## src/rtl/mux21_8_rr_arb.sv

```systemverilog
// Two-to-one merging arbiter for the 8-bit switching datapath.
// Drains two lane FIFOs into one downstream FIFO. Arbitration is round-robin
// with a burst limit, it respects downstream almost-full, and each merged word
// carries a tag naming its source lane. Pops are Mealy outputs. Data comes out
// two cycles after its pop.
module mux21_8_rr_arb #(
  parameter int BURST = 4            // legal range 1..15
) (
  input  logic       clk,
  input  logic       reset,          // synchronous, active-low
  input  logic [7:0] in0,
  input  logic [7:0] in1,
  input  logic       empty0,
  input  logic       empty1,
  input  logic       almost_full,
  output logic       pop_0,
  output logic       pop_1,
  output logic [7:0] out,
  output logic       valid_out,
  output logic       lane_out
);

  localparam logic [3:0] LP_BURST = 4'(BURST);

  logic       r_cur;       // lane currently favoured
  logic [3:0] r_cnt;       // pops in the current run, saturates at BURST
  logic       r_pop_d;     // stage 1: a pop happened last cycle
  logic       r_sel_d;     // stage 1: which lane was popped
  logic [7:0] r_out;
  logic       r_lane;
  logic       r_valid;

  logic       w_elig0;
  logic       w_elig1;
  logic       w_gnt_vld;
  logic       w_gnt_lane;

  // Folding reset into eligibility keeps both pops low during any reset cycle.
  assign w_elig0 = ~empty0 & ~almost_full & reset;
  assign w_elig1 = ~empty1 & ~almost_full & reset;

  // Grant: when both lanes compete, stay on cur until the burst is used up.
  // A lone eligible lane always wins, so a saturated count costs no bubble.
  always_comb begin
    w_gnt_vld  = 1'b0;
    w_gnt_lane = 1'b0;
    if (w_elig0 && w_elig1) begin
      w_gnt_vld  = 1'b1;
      w_gnt_lane = (r_cnt < LP_BURST) ? r_cur : ~r_cur;
    end else if (w_elig0) begin
      w_gnt_vld  = 1'b1;
      w_gnt_lane = 1'b0;
    end else if (w_elig1) begin
      w_gnt_vld  = 1'b1;
      w_gnt_lane = 1'b1;
    end
  end

  assign pop_0 = w_gnt_vld & ~w_gnt_lane;
  assign pop_1 = w_gnt_vld &  w_gnt_lane;

  // Arbitration state. Idle cycles hold it, so a paused burst resumes its count.
  always_ff @(posedge clk) begin
    if (!reset) begin
      r_cur <= 1'b0;
      r_cnt <= 4'd0;
    end else if (w_gnt_vld) begin
      if (w_gnt_lane == r_cur) begin
        r_cnt <= (r_cnt >= LP_BURST) ? LP_BURST : r_cnt + 4'd1;
      end else begin
        r_cur <= w_gnt_lane;
        r_cnt <= 4'd1;
      end
    end
  end

  // Stage 1 follows the FIFO read latency. Reset clears it, which drops the in-flight words.
  always_ff @(posedge clk) begin
    if (!reset) begin
      r_pop_d <= 1'b0;
      r_sel_d <= 1'b0;
    end else begin
      r_pop_d <= pop_0 | pop_1;
      r_sel_d <= pop_1;
    end
  end

  // Stage 2 captures the FIFO read data. Data and tag keep their last values between words.
  always_ff @(posedge clk) begin
    if (!reset) begin
      r_out   <= 8'h00;
      r_lane  <= 1'b0;
      r_valid <= 1'b0;
    end else begin
      r_valid <= r_pop_d;
      if (r_pop_d) begin
        r_out  <= r_sel_d ? in1 : in0;
        r_lane <= r_sel_d;
      end
    end
  end

  assign out       = r_out;
  assign lane_out  = r_lane;
  assign valid_out = r_valid;

endmodule

```

## config.mk

```make
export PLATFORM = sky130hd
export DESIGN_NAME = mux21_8_rr_arb
export DESIGN_NICKNAME = d
export VERILOG_FILES = /design/src/rtl/mux21_8_rr_arb.sv
export SDC_FILE = /design/constraint.sdc
export NUM_CORES = 1
export LEC_CHECK = 0
export CAP_MARGIN = 20
export CORE_UTILIZATION = 43
export CTS_BUF_LIST = sky130_fd_sc_hd__clkbuf_4
export CTS_CLUSTER_DIAMETER = 200
export DETAILED_ROUTE_END_ITERATION = 10
export GPL_TIMING_DRIVEN = 0
export PLACE_DENSITY = 0.8
export SLEW_MARGIN = 20
export SYNTH_ARGS = -nofsm -noshare
export SYNTH_HDL_FRONTEND = slang
export SYNTH_SLANG_ARGS = --single-unit
```

## constraint.sdc

```tcl
create_clock -name clk -period 1.55 [get_ports clk]
set_clock_uncertainty 0.1 [all_clocks]
set_input_delay 0.2325 -clock clk [delete_from_list [all_inputs] [get_ports clk]]
set_output_delay 0.2325 -clock clk [all_outputs]
set_load 0.005 [all_outputs]
```

==> impl_metrics.prom <==
# TYPE chip_impl_metric gauge
chip_impl_info{name="outcome",value="finished, violations left"} 1
chip_impl_info{name="failed_checks",value="setup timing"} 1
chip_impl_metric{name="first_pass_grt_wire_length",unit="um"} 2840
chip_impl_info{name="synth.top_cells.by_count",value="sky130_fd_sc_hd__dfxtp_1, sky130_fd_sc_hd__nor2_1, sky130_fd_sc_hd__a211oi_1, sky130_fd_sc_hd__mux2i_1, sky130_fd_sc_hd__buf_2"} 1
chip_impl_metric{name="pre_cts_ws",unit="ns"} -0.574
chip_impl_info{name="critPathLaunchType",value="flip-flop"} 1
chip_impl_metric{name="grt_pass1_vias",unit=""} 677
chip_impl_metric{name="timing_hold_violations_final",unit=""} 0
chip_impl_metric{name="placement_rows",unit=""} 15
chip_impl_metric{name="gr-total-overflow",unit=""} 0
chip_impl_metric{name="r2r_setup_slack",unit="ns"} 0.04
chip_impl_metric{name="final_design_utilization",unit=""} 0.714
chip_impl_metric{name="grtUsageTotal",unit=""} 0.194
chip_impl_metric{name="timing.critical_path.fanout_max",unit=""} 2
chip_impl_metric{name="drt-wirelength-per-cell",unit="um"} 13.0
chip_impl_info{name="reg2reg_to",value="r_cnt[2]"} 1
chip_impl_metric{name="drv_cap",unit=""} 0
chip_impl_metric{name="vias",unit=""} 763
chip_impl_metric{name="gp_routability_congestion",unit=""} 0.758
chip_impl_metric{name="post_synth_edffs",unit=""} 0
chip_impl_metric{name="synthesis.area",unit="um2"} 801
chip_impl_info{name="hp-class",value="reg2reg"} 1
chip_impl_metric{name="ys_seq_elements",unit=""} 17
chip_impl_metric{name="cp.arrival",unit="ns"} 1.48
chip_impl_metric{name="postRouteAntennaNets",unit=""} 0
chip_impl_info{name="worstSetupEndpointType",value="primary output"} 1
chip_impl_metric{name="dieHeight",unit="um"} 45.2
chip_impl_info{name="regToRegStartpoint",value="r_cur"} 1
chip_impl_metric{name="power-per-cell-area",unit="mW/mm2"} 725
chip_impl_info{name="synth_most_common_cell",value="sky130_fd_sc_hd__dfxtp_1"} 1
chip_impl_metric{name="fin_tns_setup",unit="ns"} -0.471
chip_impl_metric{name="mappedNetlistNets",unit=""} 105
chip_impl_metric{name="finish_stage_setup_viols",unit=""} 2
chip_impl_metric{name="detail_route.wirelength",unit="um"} 1930
chip_impl_metric{name="layout-drive-gt1-share",unit=""} 0.218
chip_impl_metric{name="initial_antenna_violation_count",unit=""} 0
chip_impl_metric{name="synth_cells",unit=""} 83
chip_impl_info{name="synth_area_leaders",value="sky130_fd_sc_hd__dfxtp_1, sky130_fd_sc_hd__mux2i_1, sky130_fd_sc_hd__a211oi_1"} 1
chip_impl_metric{name="multi_input_area",unit="um2"} 444
chip_impl_metric{name="r2r.worst_path.cells",unit=""} 3
chip_impl_metric{name="detail_route.first_pass.iterations",unit=""} 3
chip_impl_metric{name="antennaDiodeCount",unit=""} 0
chip_impl_metric{name="syn_avg_cell_area",unit="um2"} 9.65
chip_impl_metric{name="detailed_place.area",unit="mm2"} 0.00115
chip_impl_metric{name="final_clock_period_utilization_by_the_worst_path",unit=""} 1.17
chip_impl_metric{name="nFillCells",unit=""} 156
chip_impl_metric{name="place_inst",unit=""} 140
chip_impl_metric{name="post-route-drc-count",unit=""} 0
chip_impl_metric{name="seqCellArea",unit="um2"} 343
chip_impl_metric{name="cts-buffers-inserted",unit=""} 3
chip_impl_info{name="setup.worst_path.class",value="reg2out"} 1
chip_impl_metric{name="start_util",unit=""} 0.464
chip_impl_metric{name="whs_path_depth",unit=""} 1
chip_impl_info{name="min_delay_worst_endpoint",value="r_cnt[1]"} 1
chip_impl_metric{name="finalNonFillerCells",unit=""} 149
chip_impl_metric{name="finalInstanceArea",unit="mm2"} 0.00123
chip_impl_info{name="rsz0062_at_grt",value="true"} 1
chip_impl_metric{name="maximum_number_of_pins_on_one_net_before_global_route_repair",unit=""} 11
chip_impl_metric{name="area_growth",unit="%"} 53.9
chip_impl_metric{name="cts_max_level",unit=""} 1
chip_impl_metric{name="io-pin-count",unit=""} 33
chip_impl_metric{name="max_fclk",unit="MHz"} 553
chip_impl_info{name="hp-start",value="r_cnt[1]"} 1
chip_impl_metric{name="synth_cell_type_count",unit=""} 28
chip_impl_metric{name="final.min_clock_period",unit="ns"} 1.81
chip_impl_metric{name="postSynth.asyncResetShare",unit=""} 0
chip_impl_metric{name="chipWidth",unit="um"} 45.2
chip_impl_info{name="cts_tree",value="done"} 1
chip_impl_metric{name="synth.yosys.warnings",unit=""} 0
chip_impl_metric{name="coreArea",unit="mm2"} 0.00173
chip_impl_metric{name="worstMarginPinSlew",unit="ns"} 0.473
chip_impl_metric{name="vdd.ir_drop.worst",unit="uV"} 585
chip_impl_metric{name="drt-initial-drc-count",unit=""} 7
chip_impl_metric{name="die_area",unit="mm2"} 0.00204
chip_impl_metric{name="finalWorstSetupSlack",unit="ns"} -0.258
chip_impl_metric{name="leakage_power_summed_over_all_cells",unit="nW"} 0.495
chip_impl_metric{name="synth_seq_area_share",unit=""} 0.425
chip_impl_metric{name="timing.max_slew.rel_slack",unit=""} 0.685
chip_impl_metric{name="port_buffers",unit=""} 32
chip_impl_metric{name="cts_num_sinks",unit=""} 17
chip_impl_metric{name="dp_hpwl",unit="um"} 1400
chip_impl_metric{name="worstSkewPairLatency",unit="ns"} 0.28
chip_impl_metric{name="cts.clk_slew.worst_paths",unit="ns"} 0.09
chip_impl_metric{name="nets",unit=""} 147
chip_impl_metric{name="area_share_of_the_largest_cell_type_after_synthesis",unit=""} 0.425
chip_impl_info{name="clock-root-buffer",value="sky130_fd_sc_hd__clkbuf_4"} 1
chip_impl_info{name="netlist.top_cell.by_area",value="sky130_fd_sc_hd__dfxtp_1"} 1
chip_impl_metric{name="clk_path_buf_depth",unit=""} 2
chip_impl_metric{name="pins_over_slew_limit",unit=""} 0
chip_impl_metric{name="worstPathRequired",unit="ns"} 1.22
chip_impl_metric{name="via_density_per_instance",unit=""} 5.12
chip_impl_info{name="ys_dominant_reg_cell",value="sky130_fd_sc_hd__dfxtp_1"} 1
[registers in the layout (all words and copies together), names as in the netlist]
register   cells
r_cur          1
out            8
r_cnt          4
valid_out      1
lane_out       1
r_sel_d        1
r_pop_d        1
[worst max path at each step]
| stage | startpoint | endpoint | slack, ns | cells past startpoint |
|---|---|---|---|---|
| final | r_cnt[3] | pop_1 | -0.26 | 5 |
| after global routing | r_cnt[3] | pop_1 | -0.30 | 5 |
| after CTS | r_cnt[3] | pop_1 | -0.25 | 5 |
| after detailed placement | almost_full | pop_1 | -0.57 | 4 |
| after global placement | almost_full | pop_1 | -0.50 | 4 |
| after floorplan | r_cnt[2] | pop_1 | 0.17 | 3 |
[through the flow]
| step | hold slack, ns | total power, mW |
|---|---|---|
| global route | 0.406 | 0.946 |
| finish | 0.379 | 0.894 |
| global placement | 0.356 | 0.661 |
| detailed placement | 0.361 | 0.667 |
| floorplan | 0.260 | 0.563 |
| CTS | 0.382 | 0.901 |
[layout make-up]
cell class | instances | share of cell area
clock buffer | 3 | 0.0183
buffer | 6 | 0.0234
clock inverter | 1 | 0.00406
sequential | 17 | 0.278
timing repair buffer | 37 | 0.284
inverter | 2 | 0.00609
multi-input combinational | 58 | 0.360
tap | 25 | 0.0254
[cell families after synthesis]
group / after synthesis / synth area share
AOI/OAI and AO/OA: 25 / 0.250
xor gates and xnor gates: 1 / 0.0109
adders and majority gates: 1 / 0.0156
buffers and inverters: 8 / 0.0453
DFF: 17 / 0.425
muxes: 10 / 0.131
and+or+nand+nor: 21 / 0.122
[layer usage]
metal | global-route usage | wire [um]
met5 | 0 | 0
met4 | 0.0909 | 34
met3 | 0.0640 | 164
met2 | 0.351 | 940
met1 | 0.201 | 793
[timing repair]
item,4_1_cts,5_1_grt
gates resized for setup,14,1
pin swaps,4,2
cloned,0,0
hold buffers,0,0
setup buffers,5,0
endpoints found under the setup margin,2,3
[critical path, stage by stage (launching register included)]
cell,delay [ns]
sky130_fd_sc_hd__dfxtp_2,0.34
sky130_fd_sc_hd__or2_4,0.26
sky130_fd_sc_hd__xnor2_2,0.14
sky130_fd_sc_hd__buf_4,0.15
sky130_fd_sc_hd__a211oi_2,0.16
sky130_fd_sc_hd__buf_2,0.14
[cell usage in the layout (no fill, tap or decap), types with 2 or more instances in the layout]
master and count:
sky130_fd_sc_hd__inv_1 2, sky130_fd_sc_hd__and2_1 2, sky130_fd_sc_hd__mux2i_1 9, sky130_fd_sc_hd__clkdlybuf4s50_1 29
sky130_fd_sc_hd__buf_2 7, sky130_fd_sc_hd__a211oi_1 10, sky130_fd_sc_hd__nor2_1 14, sky130_fd_sc_hd__buf_4 5
sky130_fd_sc_hd__dfxtp_1 15, sky130_fd_sc_hd__a21oi_1 2, sky130_fd_sc_hd__clkbuf_4 3, sky130_fd_sc_hd__a211o_2 2
sky130_fd_sc_hd__dfxtp_2 2
[power breakdown]
group | switching (mW) | leakage (nW) | internal, mW
clock | 0.132 | 0.0177 | 0.0959
sequential | 0.0141 | 0.140 | 0.459
combinational | 0.0747 | 0.338 | 0.118
Note: power is estimated with default switching activity, not from simulation.
